### config.mk
export PLATFORM = sky130hd
export DESIGN_NAME = btn_debounce
export DESIGN_NICKNAME = d
export VERILOG_FILES = /design/src/rtl/btn_debounce.sv
export SDC_FILE = /design/constraint.sdc
export NUM_CORES = 1
export LEC_CHECK = 0
export ABC_AREA = 1
export CAP_MARGIN = 30
export CELL_PAD_IN_SITES_DETAIL_PLACEMENT = 0
export CELL_PAD_IN_SITES_GLOBAL_PLACEMENT = 1
export CORE_ASPECT_RATIO = 1.5
export CORE_MARGIN = 4
export CORE_UTILIZATION = 45
export CTS_BUF_LIST = sky130_fd_sc_hd__clkbuf_16
export DETAILED_ROUTE_END_ITERATION = 7
export GPL_ROUTABILITY_DRIVEN = 0
export PLACE_DENSITY_LB_ADDON = 0.2
export SKIP_LAST_GASP = 1
export SYNTH_ARGS = -nofsm -noshare
export SYNTH_HDL_FRONTEND = slang
export SYNTH_SLANG_ARGS = --single-unit
### constraint.sdc
create_clock -name clk -period 4 [get_ports clk]
set_input_delay 0.8 -clock clk [delete_from_list [all_inputs] [get_ports clk]]
set_output_delay 0.8 -clock clk [all_outputs]
set_load 0.02 [all_outputs]
### src/rtl/btn_debounce.sv
// Button input conditioning: per-button invert, synchronise, debounce, press/release pulses.
// Define BTN_AUTOREPEAT_EN to add hold-to-repeat press pulses.
module btn_debounce #(
  parameter int                  NUM_BTN         = 7,
  parameter int                  DEBOUNCE_CYCLES = 250000,
  parameter int                  SYNC_STAGES     = 2,
  parameter logic [NUM_BTN-1:0]  INVERT_MASK     = 7'b0000001,
  parameter int                  REPEAT_DELAY    = 12500000,
  parameter int                  REPEAT_RATE     = 2500000
) (
  input  logic               clk,
  input  logic               reset,
  input  logic [NUM_BTN-1:0] btn_raw,
  output logic [NUM_BTN-1:0] btn_level,
  output logic [NUM_BTN-1:0] btn_press,
  output logic [NUM_BTN-1:0] btn_release
);

  localparam int CW = $clog2(DEBOUNCE_CYCLES + 1);
  localparam logic [CW-1:0] CNT_LAST = CW'(DEBOUNCE_CYCLES - 1);

  logic [NUM_BTN-1:0] sync_r [SYNC_STAGES];
  logic [NUM_BTN-1:0] sync_s;
  logic [NUM_BTN-1:0] stable_r;
  logic [NUM_BTN-1:0] accept_s;
  logic [NUM_BTN-1:0] rep_fire_s;
  logic [CW-1:0]      cnt_r   [NUM_BTN];
  logic [CW-1:0]      cnt_nxt [NUM_BTN];
  logic [NUM_BTN-1:0] press_r;
  logic [NUM_BTN-1:0] release_r;

  // Synchroniser chain; active-low pins are inverted before the first flop.
  always_ff @(posedge clk) begin
    if (reset) begin
      for (int k = 0; k < SYNC_STAGES; k++) begin
        sync_r[k] <= {NUM_BTN{1'b0}};
      end
    end else begin
      sync_r[0] <= btn_raw ^ INVERT_MASK;
      for (int k = 1; k < SYNC_STAGES; k++) begin
        sync_r[k] <= sync_r[k-1];
      end
    end
  end

  assign sync_s = sync_r[SYNC_STAGES-1];

  // Per-button mismatch counter; any return to the stable value restarts it.
  always_comb begin
    for (int i = 0; i < NUM_BTN; i++) begin
      accept_s[i] = (sync_s[i] != stable_r[i]) && (cnt_r[i] == CNT_LAST);
      if (sync_s[i] == stable_r[i]) begin
        cnt_nxt[i] = {CW{1'b0}};
      end else if (accept_s[i]) begin
        cnt_nxt[i] = {CW{1'b0}};
      end else begin
        cnt_nxt[i] = cnt_r[i] + CW'(1);
      end
    end
  end

`ifdef BTN_AUTOREPEAT_EN
  localparam int RMAX = (REPEAT_DELAY > REPEAT_RATE) ? REPEAT_DELAY : REPEAT_RATE;
  localparam int RW   = $clog2(RMAX + 1);
  localparam logic [RW-1:0] REP_FIRST = RW'(REPEAT_DELAY - 1);
  localparam logic [RW-1:0] REP_NEXT  = RW'(REPEAT_RATE - 1);

  logic [RW-1:0]      rep_cnt_r [NUM_BTN];
  logic [NUM_BTN-1:0] rep_first_r;

  // A repeat fires while held, never in the cycle a release is being accepted.
  always_comb begin
    for (int i = 0; i < NUM_BTN; i++) begin
      if (stable_r[i] && !accept_s[i]) begin
        rep_fire_s[i] = (rep_cnt_r[i] == (rep_first_r[i] ? REP_FIRST : REP_NEXT));
      end else begin
        rep_fire_s[i] = 1'b0;
      end
    end
  end

  // Repeat interval counter, restarted on every acceptance and every repeat.
  always_ff @(posedge clk) begin
    if (reset) begin
      for (int i = 0; i < NUM_BTN; i++) begin
        rep_cnt_r[i] <= {RW{1'b0}};
      end
      rep_first_r <= {NUM_BTN{1'b1}};
    end else begin
      for (int i = 0; i < NUM_BTN; i++) begin
        if (!stable_r[i] || accept_s[i]) begin
          rep_cnt_r[i]   <= {RW{1'b0}};
          rep_first_r[i] <= 1'b1;
        end else if (rep_fire_s[i]) begin
          rep_cnt_r[i]   <= {RW{1'b0}};
          rep_first_r[i] <= 1'b0;
        end else begin
          rep_cnt_r[i]   <= rep_cnt_r[i] + RW'(1);
          rep_first_r[i] <= rep_first_r[i];
        end
      end
    end
  end
`else
  assign rep_fire_s = {NUM_BTN{1'b0}};
`endif

  // Debounce state and pulse registers; pulses coincide with the level change.
  always_ff @(posedge clk) begin
    if (reset) begin
      for (int i = 0; i < NUM_BTN; i++) begin
        cnt_r[i] <= {CW{1'b0}};
      end
      stable_r  <= {NUM_BTN{1'b0}};
      press_r   <= {NUM_BTN{1'b0}};
      release_r <= {NUM_BTN{1'b0}};
    end else begin
      for (int i = 0; i < NUM_BTN; i++) begin
        cnt_r[i] <= cnt_nxt[i];
      end
      stable_r  <= stable_r ^ accept_s;
      press_r   <= (accept_s & sync_s) | rep_fire_s;
      release_r <= accept_s & ~sync_s;
    end
  end

  assign btn_level   = stable_r;
  assign btn_press   = press_r;
  assign btn_release = release_r;

endmodule
==> impl_metrics.json <==
{
  "vias": 6375,
  "synth_area_leaders": "dfxtp_1 42%, nand2_1 14%, nor2_1 12%",
  "cp_slowest_cell": "clkdlybuf4s50_1",
  "synth_nets": 1129,
  "clkSinkCount": 161,
  "die_h_um": 168,
  "synth_seq_area_share_pct": 41.9,
  "die_w_um": 115,
  "antenna_found_initial": 0,
  "slew_headroom_pct": 71.0,
  "syn_inst": 1113,
  "synth_area_leader_cell": "dfxtp_1",
  "hold_end": "sync_r[0][11]",
  "cp_cell_sequence": "clkdlybuf4s50_1",
  "critical_path_class": "flip-flop to output pin",
  "crit_path_max_incr_delay_ns": 0.64,
  "postLayoutCellArea_mm2": 0.00867,
  "crit_buf_inv": 1,
  "viasPerCell": 4.64,
  "max_cap_violations": 0,
  "fmax_mhz": 436,
  "first_pass_iters": 6,
  "ys_ff_latch": 161,
  "drt_iter0_drc": 244,
  "synth_area_mm2": 0.00769,
  "rsz0062_at_grt": "false",
  "yosysWarnings": 0,
  "initial_utilization_pct": 45.9,
  "clk_pin_slew_ns": 0.06,
  "crit_path_max_fanout": 4,
  "io_buffers": 29,
  "coreArea_mm2": 0.0168,
  "outcome": "completed",
  "reg2reg_slack_ns": 2.26,
  "ys_types": 36,
  "synth_top_cell_area_share_pct": 41.9,
  "cp.arrival_ns": 1.49,
  "hold_viol_final": 0,
  "setup_viol": 0,
  "clock_path_buffers": 2,
  "avgSynthCellArea_um2": 6.91,
  "dp_hpwl_um": 11800,
  "cts_root_buffer": "clkbuf_16",
  "crit_required_ns": 3.20,
  "io_pins": 30,
  "fp.dieArea_mm2": 0.0193,
  "worst_setup_path_end_kind": "output pin",
  "drc": 0,
  "finalMaxSlewViolations": 0,
  "placed_area_mm2": 0.00814,
  "min_path_cells": 2,
  "fp-row-count": 58,
  "ctsResizeCount": 0,
  "power_density_mw_per_mm2": 363,
  "clock_skew_ns": 0.00829,
  "fin_tns_setup_ns": 0,
  "insertion_delay_ns": 0.42,
  "htreeDepth": 4,
  "grt_overflow": 0,
  "p_leak_nw": 2.92,
  "final_common_cell": "nand2_1",
  "critPathTopFamily": "buffers and inverters",
  "syn2layout_area_growth_pct": 12.7,
  "finalCriticalPeriod_ns": 2.29,
  "r2r_cells": 10,
  "grt_pass1_wl_um": 27300,
  "holdBufCountCts": 0,
  "postRouteAntennaNets": 0,
  "hp-start": "sync_r[0][4]",
  "layout_worst_path_cycle_share_pct": 57.3,
  "layout_common_cells": "278 x nand2_1, 250 x nor2_1, 161 x dfxtp_1, 142 x inv_1, 58 x nand3_1",
  "hp-class": "flip-flop to flip-flop",
  "antenna_cells": 0,
  "wl_um": 15600,
  "r2r_end": "cnt_r[3][15]",
  "grt_pass1_vias": 6156,
  "num-nets-final": 1168,
  "cts_tree": "built",
  "grt_max_degree": 20,
  "rr_startpoint": "cnt_r[3][0]",
  "post_cts_buffers": 0,
  "drive_gt1_share_pct": 7.30,
  "numCtsBuffers": 17,
  "worstSetupStartpointType": "flip-flop",
  "worst_slew_pin_slew_ns": 0.433,
  "max-vdd-ir-drop_mv": 0.242,
  "grt_util_all_layers_pct": 17.3,
  "avgRoutedWirePerCell_um": 11.4
}
[metal layers]
metal / GRT usage, % / vias to the layer above / routed length [µm]
li1: - / 3498 / -
met1: 19.5 / 2776 / 6810
met2: 31.0 / 73 / 8010
met3: 3.20 / 28 / 353
met4: 8.22 / 0 / 446
met5: 0 / - / 0
[report_power, final]
| part | internal (mW) | leakage (nW) | switching, mW |
|---|---|---|---|
| Clock | 0.837 | 0.258 | 0.645 |
| Combinational | 0.0174 | 1.36 | 0.0266 |
| Sequential | 1.61 | 1.30 | 0.00571 |
[synth_stat cells]
library cell  count
inv_1           139
nand2_4           2
inv_2             4
nand2_1         278
or2_2            10
a21oi_2           3
nor3b_1           3
nor2_4            4
dfxtp_1         161
nor2_8            1
nor2_2           20
nor3_2            1
or2_1             1
o21ai_1           1
nand3_1          58
nand3_2           4
o21bai_1          3
nand4_1          11
nand3b_4          1
a21oi_1          42
o21ai_0          18
o21ai_2           1
xnor2_1          13
buf_12            1
ha_1              7
nand2_2           6
nand3b_1          5
o21bai_4          1
nor2_1          250
nor4_1            2
xor2_1           40
or2_0             3
clkbuf_1          1
nor3_1            9
buf_6             8
nand3_4           1
[worst max path at each step]
stage                   end  startpoint  slack (ns)  cells past startpoint
2_1_floorplan  cnt_r[3][10]       reset        2.32                      8
3_3_place_gp   cnt_r[3][16]       reset        1.57                      9
3_5_place_dp   cnt_r[3][15]       reset        1.55                      9
4_1_cts        btn_level[3]   flip-flop        1.66                      1
5_1_grt        btn_level[3]   flip-flop        1.63                      1
6_report       btn_level[3]   flip-flop        1.71                      1
[cell type report]
type | count | area (µm²)
timing repair buffer | 30 | 298
fill | 1721 | 8100
multi-input combinational | 799 | 3820
sequential | 161 | 3220
clock inverter | 15 | 105
tap | 210 | 263
inverter | 143 | 537
clock buffer | 17 | 425
[registers in the layout (all words and copies together), names as in the netlist, named ones only]
name,flops
cnt_r,126
sync_r,14
btn_press,7
btn_release,7
[through the flow]
step	std cells	hold slack [ns]	total power, mW	util (%)	setup WS (ns)
3_3_place_gp	1343	0.391	1.70	48.5	1.57
6_report	1375	0.400	3.14	51.7	1.71
4_1_cts	1375	0.402	3.19	51.7	1.66
2_1_floorplan	1113	0.388	1.69	-	2.32
3_5_place_dp	1343	0.393	1.70	48.5	1.55
5_1_grt	1375	0.414	3.25	51.7	1.63
[cells by family after synthesis]
| group | Yosys count | synth area share [%] |
|---|---|---|
| adders and majority gates | 7 | 1.14 |
| AOI/OAI and AO/OA | 69 | 4.96 |
| and+or+nand+nor | 670 | 37.5 |
| buffers and inverters | 153 | 8.46 |
| xor gates and xnor gates | 53 | 6.04 |
| DFF | 161 | 41.9 |
No activity file was read; power rests on OpenSTA's default activity.
